<file path="config.mk">
export PLATFORM = sky130hd
export DESIGN_NAME = pla_vector_sweeper_flat
export DESIGN_NICKNAME = d
export VERILOG_FILES = /design/src/rtl/pla_vector_sweeper_if.sv /design/src/rtl/pla_vector_sweeper.sv /design/src/flat_wrapper.sv
export SDC_FILE = /design/constraint.sdc
export NUM_CORES = 1
export LEC_CHECK = 0
export CAP_MARGIN = 10
export CELL_PAD_IN_SITES_DETAIL_PLACEMENT = 0
export CELL_PAD_IN_SITES_GLOBAL_PLACEMENT = 2
export CORE_ASPECT_RATIO = 1.2
export CORE_MARGIN = 2
export CORE_UTILIZATION = 28
export DETAILED_ROUTE_END_ITERATION = 10
export GPL_TIMING_DRIVEN = 0
export PLACE_DENSITY_LB_ADDON = 0.1
export SLEW_MARGIN = 30
export SYNTH_ARGS = -nofsm -noshare
export SYNTH_HDL_FRONTEND = slang
export SYNTH_SLANG_ARGS = --single-unit
</file>
<file path="constraint.sdc">
create_clock -name clk -period 2.1 [get_ports clk]
set_input_delay 0.315 -clock clk [delete_from_list [all_inputs] [get_ports clk]]
set_output_delay 0.315 -clock clk [all_outputs]
set_load 0.05 [all_outputs]
</file>
<file path="src/rtl/pla_vector_sweeper_if.sv">
// Handshake and capture bundle between the PLA sweeper and its controller.
interface pla_vector_sweeper_if #(
    parameter int N_IN = 7
) ();
    logic                   start;
    logic                   abort;
    logic [N_IN-1:0]        x_out;
    logic                   y_in;
    logic                   busy;
    logic                   done;
    logic                   result_valid;
    logic [(1<<N_IN)-1:0]   truth_table;
    logic [N_IN:0]          onset_count;

    modport slave (
        input  start, abort, y_in,
        output x_out, busy, done, result_valid, truth_table, onset_count
    );

    modport master (
        output start, abort, y_in,
        input  x_out, busy, done, result_valid, truth_table, onset_count
    );
endinterface

</file>
<file path="src/rtl/pla_vector_sweeper.sv">
// Exhaustive input sweep of a PLA-derived function with truth-table capture.
//
// state    | meaning
// ---------+-------------------------------------------------------
// S_IDLE   | waiting for start; previous results held
// S_SETTLE | x_out driven, down-counting settle cycles
// S_SAMPLE | capture y_in for the current vector, advance
// S_DONE   | one-cycle done pulse, results valid
module pla_vector_sweeper #(
    parameter int N_IN          = 7,
    parameter int SETTLE_CYCLES = 0
) (
    input  logic                 clk,
    input  logic                 rst_n,
    pla_vector_sweeper_if.slave  sw
);
    localparam int NV = 1 << N_IN;
    localparam int CW = (SETTLE_CYCLES > 1) ? $clog2(SETTLE_CYCLES + 1) : 1;
    localparam logic [CW-1:0]   SETTLE_LD = CW'(SETTLE_CYCLES);
    localparam logic [N_IN-1:0] IDX_LAST  = '1;

    typedef enum logic [1:0] {S_IDLE, S_SETTLE, S_SAMPLE, S_DONE} state_t;

    // With no settle time every vector is a single SAMPLE cycle.
    localparam state_t VEC_ENTRY = (SETTLE_CYCLES == 0) ? S_SAMPLE : S_SETTLE;

    state_t          state, state_nxt;
    logic [N_IN-1:0] idx;
    logic [CW-1:0]   settle_cnt;
    logic [NV-1:0]   truth_table;
    logic [N_IN:0]   onset_count;
    logic            result_valid;

    always_ff @(posedge clk or negedge rst_n) begin
        if (!rst_n) state <= S_IDLE;
        else        state <= state_nxt;
    end

    always_comb begin
        state_nxt = state;
        case (state)
            S_IDLE: begin
                if (sw.start) state_nxt = VEC_ENTRY;
            end
            S_SETTLE: begin
                if (sw.abort)                   state_nxt = S_IDLE;
                else if (settle_cnt <= CW'(1))  state_nxt = S_SAMPLE;
            end
            S_SAMPLE: begin
                if (sw.abort)              state_nxt = S_IDLE;
                else if (idx == IDX_LAST)  state_nxt = S_DONE;
                else                       state_nxt = VEC_ENTRY;
            end
            S_DONE: state_nxt = S_IDLE;
            default: state_nxt = S_IDLE;
        endcase
    end

    // Terminal compare comes before the increment, so idx never wraps.
    always_ff @(posedge clk or negedge rst_n) begin
        if (!rst_n) begin
            idx          <= '0;
            settle_cnt   <= '0;
            truth_table  <= '0;
            onset_count  <= '0;
            result_valid <= 1'b0;
        end else begin
            case (state)
                S_IDLE: begin
                    if (sw.start) begin
                        idx          <= '0;
                        truth_table  <= '0;
                        onset_count  <= '0;
                        result_valid <= 1'b0;
                        settle_cnt   <= SETTLE_LD;
                    end
                end
                S_SETTLE: begin
                    if (sw.abort) idx <= '0;
                    else          settle_cnt <= settle_cnt - CW'(1);
                end
                S_SAMPLE: begin
                    if (sw.abort) begin
                        idx <= '0;
                    end else begin
                        truth_table[idx] <= sw.y_in;
                        onset_count      <= onset_count + {{N_IN{1'b0}}, sw.y_in};
                        if (idx == IDX_LAST) begin
                            result_valid <= 1'b1;
                        end else begin
                            idx        <= idx + N_IN'(1);
                            settle_cnt <= SETTLE_LD;
                        end
                    end
                end
                default: ;
            endcase
        end
    end

    assign sw.x_out        = idx;
    assign sw.busy         = (state == S_SETTLE) || (state == S_SAMPLE);
    assign sw.done         = (state == S_DONE);
    assign sw.result_valid = result_valid;
    assign sw.truth_table  = truth_table;
    assign sw.onset_count  = onset_count;
endmodule

</file>
<file path="src/flat_wrapper.sv">
// flat-port wrapper written by rule: the top's interface ports become plain ports
module pla_vector_sweeper_flat 
#(
    parameter int N_IN          = 7,
    parameter int SETTLE_CYCLES = 0
)
  (clk, rst_n, sw_start, sw_abort, sw_y_in, sw_x_out, sw_busy, sw_done, sw_result_valid, sw_truth_table, sw_onset_count);
  pla_vector_sweeper_if #(.N_IN(N_IN)) sw_i ();
  input  logic clk;
  input  logic rst_n;
  input wire logic [$bits(sw_i.start)-1:0] sw_start;
  input wire logic [$bits(sw_i.abort)-1:0] sw_abort;
  input wire logic [$bits(sw_i.y_in)-1:0] sw_y_in;
  output wire logic [$bits(sw_i.x_out)-1:0] sw_x_out;
  output wire logic [$bits(sw_i.busy)-1:0] sw_busy;
  output wire logic [$bits(sw_i.done)-1:0] sw_done;
  output wire logic [$bits(sw_i.result_valid)-1:0] sw_result_valid;
  output wire logic [$bits(sw_i.truth_table)-1:0] sw_truth_table;
  output wire logic [$bits(sw_i.onset_count)-1:0] sw_onset_count;
  assign sw_i.start = sw_start;
  assign sw_i.abort = sw_abort;
  assign sw_i.y_in = sw_y_in;
  assign sw_x_out = sw_i.x_out;
  assign sw_busy = sw_i.busy;
  assign sw_done = sw_i.done;
  assign sw_result_valid = sw_i.result_valid;
  assign sw_truth_table = sw_i.truth_table;
  assign sw_onset_count = sw_i.onset_count;
  pla_vector_sweeper #(.N_IN(N_IN), .SETTLE_CYCLES(SETTLE_CYCLES)) u_core (.clk(clk), .rst_n(rst_n), .sw(sw_i));
endmodule
</file>
Yosys cells after proc, flatten, opt, wreduce, memory -nomap -nowiden
Cells that the tools add are included.
{"block": "word_totals", "out_inout_bits": 146, "elab_cells": 62, "register_bits": 147}
{"block": "classes", "add_sub_neg": 3, "muxes": 28, "n_reduce_logical": 10, "n_eq_ne": 12, "magnitude_cmp": 3}
{"operator": "2-to-1 mux 128 bit", "n": 2}
{"operator": "one-hot mux 128 bit (2 select lines)", "n": 1}
{"operator": "bitwise mux 128 bit", "n": 1}
{"operator": "2-to-1 mux 7 bit", "n": 4}
{"operator": "one-hot mux 7 bit (3 select lines)", "n": 1}
{"operator": "2-to-1 mux 8 bit", "n": 2}
{"operator": "one-hot mux 8 bit (2 select lines)", "n": 1}
{"operator": "inequality test 2 bit, second input constant", "n": 5}
{"operator": "adder 8 x 1 -> 8 bit", "n": 1}
{"operator": "less-than comparator 7 x 8 -> 1 bit, second input constant", "n": 1}
{"operator": "2-to-1 mux 1 bit", "n": 8}
{"operator": "2-to-1 mux 2 bit", "n": 4}
{"operator": "one-hot mux 2 bit (4 select lines)", "n": 1}
{"operator": "AND reduction 4 bit", "n": 2}
{"operator": "adder 7 x 1 -> 7 bit, second input constant", "n": 1}
{"operator": "demux 1 bit (select 7 bit)", "n": 1}
{"operator": "== test 7 bit, second input constant", "n": 1}
{"operator": ">= comparator 7 x 1 -> 1 bit, second input constant", "n": 1}
{"operator": "AND reduction 5 bit", "n": 1}
{"operator": "== test 2 bit, second input constant", "n": 2}
{"operator": "inequality test 3 x 2 -> 1 bit, second input constant", "n": 1}
{"operator": "inequality test 3 bit, second input constant", "n": 1}
{"operator": "one-hot mux 1 bit (3 select lines)", "n": 1}
{"operator": "AND reduction 3 bit", "n": 1}
{"operator": "11 further kinds", "n": 11}

Depth between registers and ports, before layout
{"block": "logic_depth", "depth_word": 7, "depth_mapped": 9, "ltp_nobuf": 6}

Worst setup path before layout
No wires, ideal clock.
{"block": "synth_path", "path_kind": "reg2reg", "start": "reg u_core.idx[5] (netlist: u_core.sw.x_out[5])", "end": "reg u_core.truth_table[119] (netlist: u_core.sw.truth_table[119])", "arrival_ps": 1824, "period_less_slack_ps": 1953, "stages_incl_launch_ff": 8, "setup_slack_ps": 147, "setup_ps": 129, "n_path_buf": 3, "cell_sequence": "dfrtp_1 buf_2 buf_2 nand4b_1 clkbuf_1 o21ai_0 nand2_1 o2bb2ai_1"}
{"block": "synth_via", "elab_chain_cells": 7, "word_cells_on_any_way": 8}
{"element": "start, declared", "line_no": "pla_vector_sweeper.sv:28", "source": "logic [N_IN-1:0] idx;"}
{"element": "start signal, assigned", "line_no": "pla_vector_sweeper.sv:91", "source": "idx <= idx + N_IN'(1);"}
{"element": "less-than comparator 7 x 8 -> 1 bit (implied by the code) or >= comparator 7 x 1 -> 1 bit (tied branches)", "line_no": "pla_vector_sweeper.sv:86", "source": "truth_table[idx] <= sw.y_in;"}
{"element": "logical AND 1 bit (implied by the code)", "line_no": "pla_vector_sweeper.sv:86"}
{"element": "2-to-1 mux 1 bit (implied by the code)", "line_no": "pla_vector_sweeper.sv:86"}
{"element": "demux 1 bit (select 7 bit) (*)"}
{"element": "bitwise mux 128 bit (*)", "line_no": "pla_vector_sweeper.sv:86"}
{"element": "2-to-1 mux 128 bit (*)", "line_no": "pla_vector_sweeper.sv:83", "source": "if (sw.abort) begin"}
{"element": "one-hot mux 128 bit (2 select lines) (*)", "line_no": "pla_vector_sweeper.sv:68", "source": "case (state)"}
{"element": "end signal, assigned by index", "line_no": "pla_vector_sweeper.sv:86"}
{"element": "end, declared", "line_no": "pla_vector_sweeper.sv:30", "source": "logic [NV-1:0] truth_table;"}
Mark *: on every way between the ends. The rest lies on a longest branch, timed or not. The select of a mux whose other input is x is not followed.
A chain may end at the register's enable or synchronous reset.

Worst setup path after layout
{"block": "layout_path", "start": "reg u_core.onset_count[3] (netlist: u_core.sw.onset_count[3])", "end": "out sw_onset_count[3]"}
{"element": "start, declared", "line_no": "pla_vector_sweeper.sv:31", "source": "logic [N_IN:0] onset_count;"}
{"element": "start signal, assigned", "line_no": "pla_vector_sweeper.sv:87", "source": "onset_count <= onset_count + {{N_IN{1'b0}}, sw.y_in};"}
{"element": "end, declared", "line_no": "flat_wrapper.sv:19", "source": "output wire logic [$bits(sw_i.onset_count)-1:0] sw_onset_count;"}
No word-level cell between the ends.

==> results_dict.tcl <==
set metrics [dict create \
    outcome "completed" \
    wl_um 25900 \
    clockBufferDepth 2 \
    gp_routability_congestion 0.7979 \
    multi_input_area_mm2 0.003347 \
    drtPass1Iterations 5 \
    crit_slowest_cell "clkdlybuf4s50_1" \
    drive_above_1_share_pct 14.13 \
    cts_buffers 17 \
    reg2reg_from "u_core.sw.x_out[2]" \
    antenna_found_initial 0 \
    grt-ovfl-total 0 \
    drtAntennaViolNets 0 \
    vdd_drop_max_mv 0.4984 \
    synth_area_mm2 0.007194 \
    layout.nets 927 \
    n_antenna_cell 0 \
    initial_core_util_pct 28.34 \
    ys_seq_elements 146 \
    crit_end "sw_onset_count[3]" \
    p_leak_nw 4.431 \
    cp-end-kind "output pin" \
    die_h_um 179.6 \
    detail_route.drc_violations 0 \
    worstPathArrival_ns 1.72 \
    crit_buf_inv 1 \
    syn_area_per_cell_um2 9.842 \
    wire_per_inst_um 20.60 \
    drtIter0Drc 302 \
    cp_top_family "buffers and inverters" \
    crit_fanout 6 \
    hp-class "in2async" \
    grt_pass1_vias 6707 \
    skew_ns 0.009991 \
    synth-edff-count 0 \
    crit_path_cell_trace "clkdlybuf4s50_1" \
    finalHoldViolCount 0 \
    synth_ff_type "dfrtp_1" \
    min_period_ns 2.035 \
    rows 64 \
    tightest_slew_ns 0.7357 \
    relSlewSlack_pct 50.95 \
    grt_max_degree 80 \
    coreArea_mm2 0.02538 \
    max-cap-violations 0 \
    synth-warning-count 0 \
    area_delta_synth_final_pct 39.88 \
    num-fill-cells 2510 \
    max_stage_delay_ns 0.85 \
    synthArstFlopShare_pct 100.0 \
    critPathKind "reg2out" \
    yosysUniqueCellTypes 50 \
    setup-tns-final_ns 0 \
    rrSetupSlack_ns 0.12 \
    htreeDepth 4 \
    critical_path_depth 1 \
    portBuffers 150 \
    root_buffer "clkbuf_16" \
    cp.required_ns 1.78 \
    dpl.hpwl_um 17830 \
    ys_seq_area_share_pct 50.78 \
    regArea_mm2 0.003654 \
    die_w_um 150.3 \
    vias 6309 \
    instances_no_fill 1257 \
    clk_pin_slew_ns 0.07 \
    syn-num-nets 744 \
    cts_tree "built" \
    dp.cells 1212 \
    crit_path_start "u_core.sw.onset_count[3]" \
    reg2reg_to "u_core.sw.truth_table[50]" \
    grtUsageTotal_pct 19.77 \
    min_period_over_period_pct 96.88 \
    die_area_mm2 0.02700 \
    final-setup-viol-count 0 \
    maxSlewViolCount 0 \
    clock-sinks 146 \
    holdWs_ns 0.4721 \
    worstSkewPairLatency_ns 0.43 \
    worst_r2r_path_depth 5 \
    grt_pass1_wl_um 40490 \
    syn_inst 731 \
    power_w 0.009455 \
    ioPinCount 151 \
    power_density_mw_per_mm2 939.6 \
    grt_setup_unrepaired "false" \
    routed_via_density 5.019 \
    clock.fmax_mhz 491.5 \
    cp-start-kind "register" \
]
[power breakdown]
group          total (W)  internal [W]  switching, W
Sequential       0.00295       0.00288     0.0000777
Combinational    0.00319      0.000947       0.00224
Clock            0.00331       0.00201       0.00130
Total            0.00946       0.00583       0.00362
[registers in the layout, summed over array words and instances (netlist names)]
register and flops:
u_core.sw.truth_table 128, u_core.sw.x_out 7, u_core.sw.onset_count 8, u_core.state 2, u_core.sw.result_valid 1
[worst reg2reg max path, stage by stage, from the launching register on]
cell      delay [ns]
dfrtp_1         0.41
buf_2           0.19
or3b_1          0.38
clkbuf_1        0.32
o311ai_0        0.42
o41ai_1         0.13
[placed cells by master, fill, tap and decap left out, types with 3 or more instances in the layout]
cell type | synthesis | routed
dfrtp_1 | 146 | 146
clkdlybuf4s50_1 | 0 | 144
nand2_1 | 138 | 129
o21ai_0 | 87 | 86
o2bb2ai_1 | 67 | 67
nand3_1 | 56 | 56
mux2i_1 | 49 | 49
buf_4 | 2 | 20
clkbuf_1 | 36 | 19
buf_2 | 27 | 18
clkbuf_16 | 0 | 17
clkbuf_2 | 0 | 13
nor2_1 | 14 | 12
o21a_1 | 10 | 10
nand2_4 | 0 | 7
clkbuf_4 | 0 | 6
ha_1 | 8 | 6
nand2b_1 | 6 | 5
and3_1 | 5 | 5
a21oi_1 | 5 | 5
inv_6 | 0 | 5
buf_6 | 2 | 4
o41ai_1 | 4 | 4
nor3_2 | 6 | 4
nand4b_1 | 4 | 4
bufinv_16 | 0 | 4
dlygate4sd2_1 | 0 | 4
inv_1 | 4 | 3
nand3b_1 | 3 | 3
nor3b_4 | 0 | 3
nand4_1 | 3 | 3
nor3_1 | 3 | 3
clkinvlp_4 | 0 | 3
[what timing repair did]
item | 4_1_cts | 5_1_grt
pin swaps | 0 | 5
setup buffers | 0 | 13
hold buffers | 1 | 0
hold endpoints to repair | 78 | 0
endpoints found under the setup margin | 141 | 141
resized for setup | 41 | 47
[worst min path at each step]
stage	depth (start not counted)	from	end
after detailed placement	1	rst_n	u_core.sw.truth_table[11]
final	2	rst_n	u_core.sw.truth_table[11]
after floorplan	0	rst_n	u_core.state[0]
after CTS	2	rst_n	u_core.sw.truth_table[11]
after global placement	1	u_core.sw.truth_table[87]	u_core.sw.truth_table[87]
after global routing	1	u_core.sw.truth_table[52]	u_core.sw.truth_table[52]
[per-stage QoR]
stage	instance area, µm²	util [%]	setup slack (ns)
2_1_floorplan	7194	-	0.1469
6_report	10060	39.64	0.06548
5_1_grt	10060	39.64	0.008582
3_3_place_gp	9109	35.88	-5.456
4_1_cts	9872	38.89	-0.06163
3_5_place_dp	9141	36.01	-0.5536
[metal layers]
metal  up-vias  track usage, %  wire [µm]
met1      3114           26.59      11700
li1       2986               -          -
met2       174           31.87      12470
met3        35           3.249       1079
met4         0           7.321        643
met5         -               0          0
[synthesized netlist by cell type, drive strengths merged (2+ instances only)]
cell type	instances	area, µm²
inv	4	15.01
clkbuf	36	135.1
nand4b	4	35.03
nand3	56	280.3
o21ai	89	452.9
and3	5	31.28
nand4	3	18.77
a21oi	5	25.02
nor3b	3	37.54
nor2	14	52.55
ha	8	100.1
or4	2	15.01
a22o	2	17.52
and3b	2	17.52
buf	32	176.4
o41ai	4	35.03
o311ai	4	35.03
nand3b	3	22.52
nor2b	3	18.77
nand2b	6	37.54
dfrtp	146	3654
o2bb2ai	67	586.8
mux2i	49	490.5
o211ai	2	15.01
nand4bb	4	45.04
xnor2	2	17.52
xor2	2	17.52
o21a	10	75.07
nor3	9	75.07
nand2	138	518.0
or2	2	12.51
or3b	3	26.28
[cells by family (layout without fill, tap and decap cells)]
kind of cell	after synthesis	in the layout	share of synthesized area, %
muxes	50	50	6.974
adders and majority gates	8	8	1.391
AOI/OAI and AO/OA	189	189	17.95
xor gates and xnor gates	4	4	0.4870
and+or+nand+nor	262	262	17.88
buffers and inverters	72	268	4.539
DFF	146	146	50.78
[area by class of cell]
class                           count  area share [%]
Sequential cell                   146           36.30
Multi-Input combinational cell    513           33.26
Timing Repair Buffer              165           16.26
Clock buffer                       18           4.265
Tap cell                          330           4.103
Buffer                             67           3.668
Clock inverter                     14           1.989
Inverter                            4          0.1492
No activity file was read; power rests on OpenSTA's default activity.
